### config.mk
export PLATFORM = sky130hd
export DESIGN_NAME = parity_sweep_ctrl
export DESIGN_NICKNAME = d
export VERILOG_FILES = /design/src/rtl/parity_sweep_ctrl.sv
export SDC_FILE = /design/constraint.sdc
export NUM_CORES = 1
export LEC_CHECK = 0
export CAP_MARGIN = 5
export CORE_MARGIN = 1
export CORE_UTILIZATION = 40
export CTS_BUF_LIST = sky130_fd_sc_hd__clkbuf_8
export DETAILED_ROUTE_END_ITERATION = 8
export PLACE_DENSITY_LB_ADDON = 0.05
export SKIP_LAST_GASP = 1
export SLEW_MARGIN = 30
export SYNTH_ARGS = -nofsm -noshare
export SYNTH_HDL_FRONTEND = slang
export SYNTH_SLANG_ARGS = --single-unit
### constraint.sdc
create_clock -name clk -period 2.2 [get_ports clk]
set_clock_uncertainty 0.15 [all_clocks]
set_input_delay 0.44 -clock clk [delete_from_list [all_inputs] [get_ports clk]]
set_output_delay 0.44 -clock clk [all_outputs]
set_load 0.02 [all_outputs]
### src/rtl/parity_sweep_ctrl.sv
// Walks a Gray-code sequence through an external parity unit and counts vectors whose returned parity is wrong.
// Latency: one vector per accepted transfer; 2**WIDTH RUN cycles plus one DONE cycle with out_ready held high.
// Backpressure: out_ready=0 stalls the sweep with gray_out and par_ok held; abort ends a sweep without a done pulse.
module parity_sweep_ctrl #(
    parameter int WIDTH = 8
) (
    input  logic             clk,
    input  logic             rst_n,
    input  logic             start,
    input  logic             abort,
    output logic [WIDTH-1:0] gray_out,
    input  logic             par_in,
    output logic             out_valid,
    input  logic             out_ready,
    output logic             par_ok,
    output logic             busy,
    output logic             done,
    output logic [WIDTH:0]   err_count,
    output logic [WIDTH-1:0] first_err_idx
);

    localparam logic [1:0] IDLE = 2'd0;
    localparam logic [1:0] RUN  = 2'd1;
    localparam logic [1:0] DONE = 2'd2;

    localparam logic [WIDTH:0] ONE     = {{WIDTH{1'b0}}, 1'b1};
    localparam logic [WIDTH:0] ERR_MAX = {1'b1, {WIDTH{1'b0}}};

    logic [1:0]     state;
    logic [WIDTH:0] idx;
    logic [WIDTH:0] idx_nxt;
    logic           xfer;
    logic           last;

    function automatic logic [WIDTH-1:0] gray_of(input logic [WIDTH-1:0] n);
        return n ^ (n >> 1);
    endfunction

    assign out_valid = (state == RUN);
    assign busy      = (state == RUN);
    assign done      = (state == DONE);
    // Parity of Gray(n) is n[0], so the expected value comes straight from idx.
    assign par_ok    = out_valid && (par_in == idx[0]);
    assign xfer      = out_valid && out_ready;
    assign last      = (idx[WIDTH-1:0] == {WIDTH{1'b1}});
    assign idx_nxt   = idx + ONE;

    always_ff @(posedge clk or negedge rst_n) begin
        if (!rst_n) begin
            state         <= IDLE;
            idx           <= '0;
            gray_out      <= '0;
            err_count     <= '0;
            first_err_idx <= '0;
        end else begin
            case (state)
                IDLE: begin
                    if (start) begin
                        state         <= RUN;
                        idx           <= '0;
                        gray_out      <= '0;
                        err_count     <= '0;
                        first_err_idx <= '0;
                    end
                end
                RUN: begin
                    if (xfer) begin
                        idx <= idx_nxt;
                        if (!par_ok) begin
                            if (err_count != ERR_MAX)
                                err_count <= err_count + ONE;
                            if (err_count == '0)
                                first_err_idx <= idx[WIDTH-1:0];
                        end
                    end
                    // Abort wins over completion; gray_out only advances while the sweep continues.
                    if (abort)
                        state <= IDLE;
                    else if (xfer && last)
                        state <= DONE;
                    else if (xfer)
                        gray_out <= gray_of(idx_nxt[WIDTH-1:0]);
                end
                DONE: begin
                    state <= IDLE;
                end
                default: begin
                    state <= IDLE;
                end
            endcase
        end
    end

endmodule

==> metrics.txt, run 1 <==
# TYPE chip_impl_metric gauge
chip_impl_metric{name="final_critical_path_setup_slack",unit="ns"} 0.105
chip_impl_metric{name="mappedNetlistNets",unit=""} 188
chip_impl_metric{name="postRouteWirelength",unit="um"} 4290
chip_impl_metric{name="post_cts.repair.setup_buffers",unit=""} 0
chip_impl_metric{name="largest_net_degree_at_the_start_of_global_routing",unit=""} 36
chip_impl_info{name="unrepaired_setup_endpoints_after_global_routing",value="no"} 1
chip_impl_metric{name="yosys_warnings",unit=""} 0
chip_impl_info{name="critical_path.cell_chain",value="clkdlybuf4s50_1 > xor2_1 > buf_4 > a31oi_4 > buf_4 > nor4_1 > xnor2_1 > nor2_1"} 1
chip_impl_metric{name="core_area",unit="mm^2"} 0.00438
chip_impl_info{name="critical-path-top-cell-by-count",value="buf_4"} 1
chip_impl_metric{name="antenna_cells_inserted",unit=""} 0
chip_impl_metric{name="grt_pass1_vias",unit=""} 1506
chip_impl_metric{name="syn-mean-instance-area",unit="um^2"} 10.3
chip_impl_metric{name="port_buffers",unit=""} 34
chip_impl_metric{name="grt.total_usage",unit="%"} 18.7
chip_impl_metric{name="fin_worst_hold_slack",unit="ns"} 0.341
chip_impl_info{name="timing.critical_path.from_type",value="input pin"} 1
chip_impl_metric{name="cts_inserted_buffers",unit=""} 5
chip_impl_metric{name="globalRoute.totalOverflow",unit=""} 0
chip_impl_metric{name="synth_area",unit="mm^2"} 0.00184
chip_impl_metric{name="timing.final.max_slew_violations",unit=""} 0
chip_impl_metric{name="placementRows",unit=""} 24
chip_impl_metric{name="die_width",unit="um"} 69.8
chip_impl_metric{name="nFillCells",unit=""} 402
chip_impl_metric{name="timing.final.crit_period",unit="ns"} 2.09
chip_impl_metric{name="ant_nets",unit=""} 0
chip_impl_metric{name="yosys_register_bits",unit=""} 35
chip_impl_metric{name="cap_viol_max_count",unit=""} 0
chip_impl_info{name="clock_tree_from_tritoncts",value="yes"} 1
chip_impl_info{name="synth.top_cells.by_area",value="dfrtp_1 (48%), xnor2_1 (7.1%), nand3_1 (3.8%), nor2_1 (3.7%), o21ai_0 (3.0%)"} 1
chip_impl_metric{name="synth_top_cell_area_share",unit="%"} 47.7
chip_impl_metric{name="report.final.setup_viol",unit=""} 0
chip_impl_metric{name="antenna_violations_before_repair",unit=""} 0
chip_impl_metric{name="worst_ir_drop_vdd",unit="mV"} 0.547
chip_impl_metric{name="drt-wirelength-per-cell",unit="um"} 15.1
chip_impl_metric{name="io_pins",unit=""} 35
chip_impl_info{name="r2r-end",value="err_count[5]"} 1
chip_impl_metric{name="drt_pre_antenna_iters",unit=""} 4
chip_impl_info{name="critPathKind",value="input pin to flop"} 1
chip_impl_metric{name="reg2reg_slack",unit="ns"} 0.18
chip_impl_info{name="yosys.cell_count.top_type",value="dfrtp_1"} 1
chip_impl_info{name="cp_slowest_cell",value="clkdlybuf4s50_1"} 1
chip_impl_metric{name="crit_path_max_incr_delay",unit="ns"} 0.48
chip_impl_metric{name="cp_max_fanout",unit=""} 7
chip_impl_metric{name="slew_headroom",unit="%"} 69.5
chip_impl_metric{name="powerDensity",unit="mW/mm^2"} 986
chip_impl_metric{name="synthToLayoutAreaGrowth",unit="%"} 33.0
chip_impl_metric{name="synth_async_sr_flop_share",unit="%"} 100
chip_impl_metric{name="die_area",unit="mm^2"} 0.00487
chip_impl_metric{name="layout-drive-gt1-share",unit="%"} 18.5
chip_impl_metric{name="measured_slew_at_the_worst_slew_check_pin",unit="ns"} 0.458
chip_impl_metric{name="finish.net_count",unit=""} 240
chip_impl_metric{name="synth_cell_types",unit=""} 40
chip_impl_metric{name="place_worst_setup_slack",unit="ns"} -0.215
chip_impl_metric{name="ys_seq_area_share",unit="%"} 47.7
chip_impl_metric{name="drt_first_iter_violations",unit=""} 49
chip_impl_info{name="most_frequent_cells_after_synthesis",value="dfrtp_1 (35), nor2_1 (18), xnor2_1 (15), nand3_1 (14), nand2_1 (12)"} 1
chip_impl_metric{name="grt_first_pass_wirelength",unit="um"} 7110
chip_impl_metric{name="h-tree-depth",unit=""} 2
chip_impl_info{name="synth_top_flop_cell",value="dfrtp_1"} 1
chip_impl_metric{name="start_util",unit="%"} 41.9
chip_impl_metric{name="final-hold-violation-count",unit=""} 0
chip_impl_info{name="result_of_the_run",value="complete, no violations"} 1
chip_impl_metric{name="timing.critical_path.arrival",unit="ns"} 2.12
chip_impl_info{name="crit_path_end",value="err_count[5]"} 1
chip_impl_metric{name="clkTransAtPathRegs",unit="ns"} 0.07
chip_impl_metric{name="drc_errors",unit=""} 0
chip_impl_metric{name="synth-edff-count",unit=""} 0
chip_impl_metric{name="post_cts_hold_buffer_count",unit=""} 0
chip_impl_info{name="cts-root-buf",value="clkbuf_8"} 1
chip_impl_metric{name="dp_cells",unit=""} 276
chip_impl_info{name="synthDominantAreaCellType",value="dfrtp_1"} 1
chip_impl_metric{name="final_core_util",unit="%"} 55.8
chip_impl_info{name="cp-end-kind",value="flop"} 1
chip_impl_info{name="min_path_type",value="flop to flop"} 1
chip_impl_metric{name="max_freq",unit="MHz"} 477
chip_impl_metric{name="place_congestion",unit=""} 0.871
chip_impl_metric{name="post_synth_inst_count",unit=""} 179
chip_impl_metric{name="final_cell_count_no_fill",unit=""} 284
chip_impl_metric{name="reg2regPathDepth",unit=""} 8
chip_impl_metric{name="required",unit="ns"} 2.22
chip_impl_metric{name="clk_latency",unit="ns"} 0.28
chip_impl_metric{name="hpwl",unit="um"} 3090
chip_impl_metric{name="die_y",unit="um"} 69.8
chip_impl_metric{name="total_via_count_in_the_routed_design",unit=""} 1500
chip_impl_info{name="r2r-start",value="idx[0]"} 1
chip_impl_info{name="crit_path_start",value="par_in"} 1
chip_impl_metric{name="ctsLongestPathBuffers",unit=""} 2
chip_impl_metric{name="layout_worst_path_cycle_share",unit="%"} 95.2
chip_impl_metric{name="tritoncts_num_sinks",unit=""} 35
chip_impl_metric{name="power_leakage",unit="nW"} 1.06
chip_impl_metric{name="detail_route.vias_per_cell",unit=""} 5.28
[power by group]
part,switching [mW],internal (mW)
clock,0.219,0.281
combinational,0.631,0.485
sequential,0.0677,0.728
total,0.917,1.49
[through the flow]
| step | power [mW] | setup TNS (ns) | area, um^2 |
|---|---|---|---|
| 2_1_floorplan | 1.49 | 0 | 1840 |
| 3_3_place_gp | 1.92 | -1.43 | 2330 |
| 3_5_place_dp | 1.93 | -1.88 | 2330 |
| 4_1_cts | 2.43 | 0 | 2420 |
| 5_1_grt | 2.57 | 0 | 2440 |
| 6_report | 2.41 | 0 | 2440 |
[layer usage]
layer,up-vias,share of wire (%),GRT usage (%)
li1,735,-,-
met2,36,49,31.5
met5,-,0,0
met3,12,3.7,4.80
met1,717,45,23.1
met4,0,2.1,6.89
[flip-flops by register name, summed over array words and instances, names as in the netlist]
signal and flops:
err_count 9, first_err_idx 8, gray_out 8, idx 8, state 2
[cell families after synthesis]
family          after synthesis  share of synthesized area [%]
mux                           5                           3.00
buf+inv                      13                           4.36
simple gates                 71                           20.3
flops                        35                           47.7
compound gates               31                           12.7
xor+xnor                     21                           10.0
fa+ha+maj                     3                           2.04
[how the worst min path moves through the flow]
stage,startpoint,endpoint,slack (ns),depth (start not counted)
floorplan,rst_n,err_count[0],-0.006,0
global placement,gray_out[6],gray_out[6],0.32,1
detailed placement,gray_out[6],gray_out[6],0.32,1
CTS,gray_out[6],gray_out[6],0.34,1
global route,gray_out[4],gray_out[4],0.37,1
finish,gray_out[6],gray_out[6],0.34,1
[final cells by class]
type                            count  area (um^2)  share of cell area, %
Multi-Input combinational cell    131          900                   36.8
Timing Repair Buffer               52          474                   19.4
Inverter                            6         30.0                   1.23
Tap cell                           52         65.1                   2.66
Clock buffer                        7         96.3                   3.94
Clock inverter                      1         3.75                  0.154
Sequential cell                    35          876                   35.8
[critical path, delay by kind of cell]
family          cells  cell delay (ns)
xor+xnor            2             0.35
compound gates      1             0.13
buf+inv             3             0.81
simple gates        2             0.38
[cells in the final DEF (no fill, tap or decap), types with 3 or more instances in the layout]
master           count
mux2_2               3
xor2_1               6
nor4_1               4
ha_1                 3
nand2_1             12
buf_4               18
o21ai_0             11
inv_1                6
a31o_2               5
nor2b_1              7
dlygate4sd2_1        3
xnor2_1             15
clkbuf_8             7
o2bb2ai_1            5
nor2_1              18
dfrtp_1             35
nand3_1             14
clkdlybuf4s50_1     30
[what timing repair did]
| action | 4_1_cts | 5_1_grt |
|---|---|---|
| setup endpoints to repair | 3 | 4 |
| gates resized for setup | 3 | 4 |
| pin swaps | 0 | 0 |
(Power assumes the default switching activity.)
==> run 2, diff against run 1 <==
- REMOVE_ABC_BUFFERS: not set -> 1
- clock period: 2.2 -> 2.5 ns (I/O delays scaled with it)
==> run 2 against run 1 <==
First-iteration DRC count increased by 31%. Power decreased by 8.3%. Sequential share of layout area increased by 0.43 points. Combinational power decreased by 15%. Non-clock buffer count decreased by 6. Worst setup slack got worse by 0.031 ns. Routed wire length decreased by 3.6%. Critical path depth decreased by 4. Via count unchanged. Largest power group unchanged.
==> metrics.txt, run 2 (synthesis results as in run 1) <==
# TYPE chip_impl_metric gauge
chip_impl_metric{name="reg2reg_slack",unit="ns"} 0.43
chip_impl_metric{name="dp_cells",unit=""} 270
chip_impl_metric{name="required",unit="ns"} 1.85
chip_impl_info{name="critical-path-top-cell-by-count",value="clkdlybuf4s50_1"} 1
chip_impl_metric{name="antenna_cells_inserted",unit=""} 0
chip_impl_info{name="unrepaired_setup_endpoints_after_global_routing",value="no"} 1
chip_impl_metric{name="slew_headroom",unit="%"} 69.4
chip_impl_metric{name="final_core_util",unit="%"} 55.1
chip_impl_info{name="crit_path_start",value="par_in"} 1
chip_impl_metric{name="tns",unit="ns"} 0
chip_impl_metric{name="report.final.setup_viol",unit=""} 0
chip_impl_metric{name="worst_ir_drop_vdd",unit="mV"} 0.526
chip_impl_metric{name="grt.total_usage",unit="%"} 18.1
chip_impl_metric{name="powerDensity",unit="mW/mm^2"} 915
chip_impl_metric{name="port_buffers",unit=""} 34
chip_impl_metric{name="power.share.combinational",unit="%"} 43.2
chip_impl_metric{name="ctsLongestPathBuffers",unit=""} 2
chip_impl_metric{name="placementRows",unit=""} 24
chip_impl_metric{name="cp_num_cells",unit=""} 4
chip_impl_metric{name="clkPwrFrac",unit="%"} 24.1
chip_impl_info{name="r2r-end",value="first_err_idx[6]"} 1
chip_impl_metric{name="place_congestion",unit=""} 0.864
chip_impl_metric{name="cts_inserted_buffers",unit=""} 5
chip_impl_info{name="result_of_the_run",value="complete, no violations"} 1
chip_impl_metric{name="final_critical_path_setup_slack",unit="ns"} 0.0738
chip_impl_metric{name="crit_path_max_incr_delay",unit="ns"} 0.61
chip_impl_metric{name="ant_nets",unit=""} 0
chip_impl_metric{name="place_worst_setup_slack",unit="ns"} 0.0335
chip_impl_info{name="critical_path.cell_chain",value="clkdlybuf4s50_1 > xor2_1 > nor2_1 > clkdlybuf4s50_1"} 1
chip_impl_metric{name="cp_max_fanout",unit=""} 2
chip_impl_metric{name="die_width",unit="um"} 69.8
chip_impl_metric{name="drt-wirelength-per-cell",unit="um"} 14.9
chip_impl_info{name="mostFrequentLayoutCells",value="dfrtp_1 (35), clkdlybuf4s50_1 (34), nor2_1 (18)"} 1
chip_impl_metric{name="synthToLayoutAreaGrowth",unit="%"} 31.5
chip_impl_metric{name="die_y",unit="um"} 69.8
chip_impl_metric{name="postRouteWirelength",unit="um"} 4140
chip_impl_metric{name="start_util",unit="%"} 41.9
chip_impl_info{name="crit_path_end",value="par_ok"} 1
chip_impl_metric{name="finish.net_count",unit=""} 234
chip_impl_metric{name="post_cts.repair.setup_buffers",unit=""} 0
chip_impl_metric{name="final_cell_count_no_fill",unit=""} 278
chip_impl_info{name="cp-end-kind",value="primary output"} 1
chip_impl_info{name="min_path_type",value="flop to flop"} 1
chip_impl_metric{name="drc_errors",unit=""} 0
chip_impl_metric{name="hpwl",unit="um"} 2950
chip_impl_info{name="largest-register",value="err_count"} 1
chip_impl_metric{name="drt_pre_antenna_iters",unit=""} 4
chip_impl_metric{name="grt_pass1_vias",unit=""} 1464
chip_impl_metric{name="switching_power",unit="mW"} 0.820
chip_impl_metric{name="layout_worst_path_cycle_share",unit="%"} 97.0
chip_impl_info{name="cp_slowest_cell",value="clkdlybuf4s50_1"} 1
chip_impl_metric{name="clkTransAtPathRegs",unit="ns"} 0.07
chip_impl_metric{name="timing.critical_path.buf_inv",unit=""} 2
chip_impl_metric{name="measured_slew_at_the_worst_slew_check_pin",unit="ns"} 0.460
chip_impl_metric{name="timing.final.max_slew_violations",unit=""} 0
chip_impl_metric{name="core_area",unit="mm^2"} 0.00438
chip_impl_metric{name="drt_first_iter_violations",unit=""} 64
chip_impl_info{name="r2r-start",value="err_count[0]"} 1
chip_impl_metric{name="largest_register_ff_count",unit=""} 9
chip_impl_metric{name="globalRoute.totalOverflow",unit=""} 0
chip_impl_metric{name="reg2regPathDepth",unit=""} 7
chip_impl_metric{name="intPower",unit="mW"} 1.39
chip_impl_metric{name="grt_first_pass_wirelength",unit="um"} 7010
chip_impl_metric{name="clk_latency",unit="ns"} 0.29
chip_impl_metric{name="p_sw_share",unit="%"} 37.1
chip_impl_metric{name="h-tree-depth",unit=""} 2
chip_impl_metric{name="layout-drive-gt1-share",unit="%"} 15.9
chip_impl_metric{name="timing.final.crit_period",unit="ns"} 2.43
chip_impl_metric{name="max_freq",unit="MHz"} 412
chip_impl_metric{name="power.share.sequential",unit="%"} 32.7
chip_impl_metric{name="cap_viol_max_count",unit=""} 0
chip_impl_metric{name="detail_route.vias_per_cell",unit=""} 5.40
chip_impl_metric{name="total_via_count_in_the_routed_design",unit=""} 1500
chip_impl_info{name="clock_tree_from_tritoncts",value="yes"} 1
chip_impl_info{name="cts-root-buf",value="clkbuf_8"} 1
chip_impl_metric{name="antenna_violations_before_repair",unit=""} 0
chip_impl_info{name="critPathKind",value="input pin to primary output"} 1
chip_impl_info{name="critical-path-top-delay-family",value="buffers and inverters"} 1
chip_impl_info{name="timing.critical_path.from_type",value="input pin"} 1
chip_impl_metric{name="tritoncts_num_sinks",unit=""} 35
chip_impl_metric{name="power_leakage",unit="nW"} 1.01
chip_impl_metric{name="final-hold-violation-count",unit=""} 0
chip_impl_metric{name="largest_net_degree_at_the_start_of_global_routing",unit=""} 36
chip_impl_info{name="mostFrequentLayoutCell",value="dfrtp_1"} 1
chip_impl_metric{name="die_area",unit="mm^2"} 0.00487
chip_impl_metric{name="io_pins",unit=""} 35
chip_impl_metric{name="timing.critical_path.arrival",unit="ns"} 1.78
==> run 2: power by group through the flow <==
stage	clock network, mW	registers (mW)	logic [mW]
final	0.533	0.723	0.955
after global routing	0.564	0.736	1.03
after CTS	0.545	0.722	0.959
after detailed placement	0	0.733	0.953
after global placement	0	0.730	0.941
after floorplan	0	0.783	0.481
==> run 2: area by class of cell <==
cell class | instances | area [um^2]
fill | 405 | 1970
multi-input combinational | 131 | 885
sequential | 35 | 876
timing repair buffer | 46 | 443
clock buffer | 6 | 82.6
tap | 52 | 65.1
clock inverter | 2 | 35.0
inverter | 6 | 30.0
==> run 2: layer usage <==
layer	routed length, um	up-vias	track usage (%)	share of wire (%)
met1	1930	751	23.6	47
met2	2000	28	29.4	48
met5	0	-	0	0
li1	-	716	-	-
met4	50	0	7.33	1.2
met3	153	5	3.49	3.7
==> run 2: what timing repair did <==
item,in CTS,in global routing
hold buffers,0,0
resized for setup,0,1
setup endpoints to repair,0,1
==> run 2: worst min-delay path by stage <==
stage	start	to	slack, ns	depth (start not counted)
2_1_floorplan	rst_n	err_count[0]	0.05	0
3_3_place_gp	gray_out[7]	gray_out[7]	0.32	1
3_5_place_dp	gray_out[3]	gray_out[3]	0.33	1
4_1_cts	gray_out[3]	gray_out[3]	0.35	1
5_1_grt	first_err_idx[6]	first_err_idx[6]	0.37	1
6_report	gray_out[3]	gray_out[3]	0.34	1
==> run 2: per-stage QoR <==
| step | instance area, um^2 | power, mW | hold WS, ns |
|---|---|---|---|
| 5_1_grt | 2420 | 2.34 | 0.366 |
| 3_5_place_dp | 2300 | 1.69 | 0.333 |
| 4_1_cts | 2410 | 2.23 | 0.352 |
| 3_3_place_gp | 2300 | 1.67 | 0.323 |
| 2_1_floorplan | 1790 | 1.26 | 0.0544 |
| 6_report | 2420 | 2.21 | 0.344 |
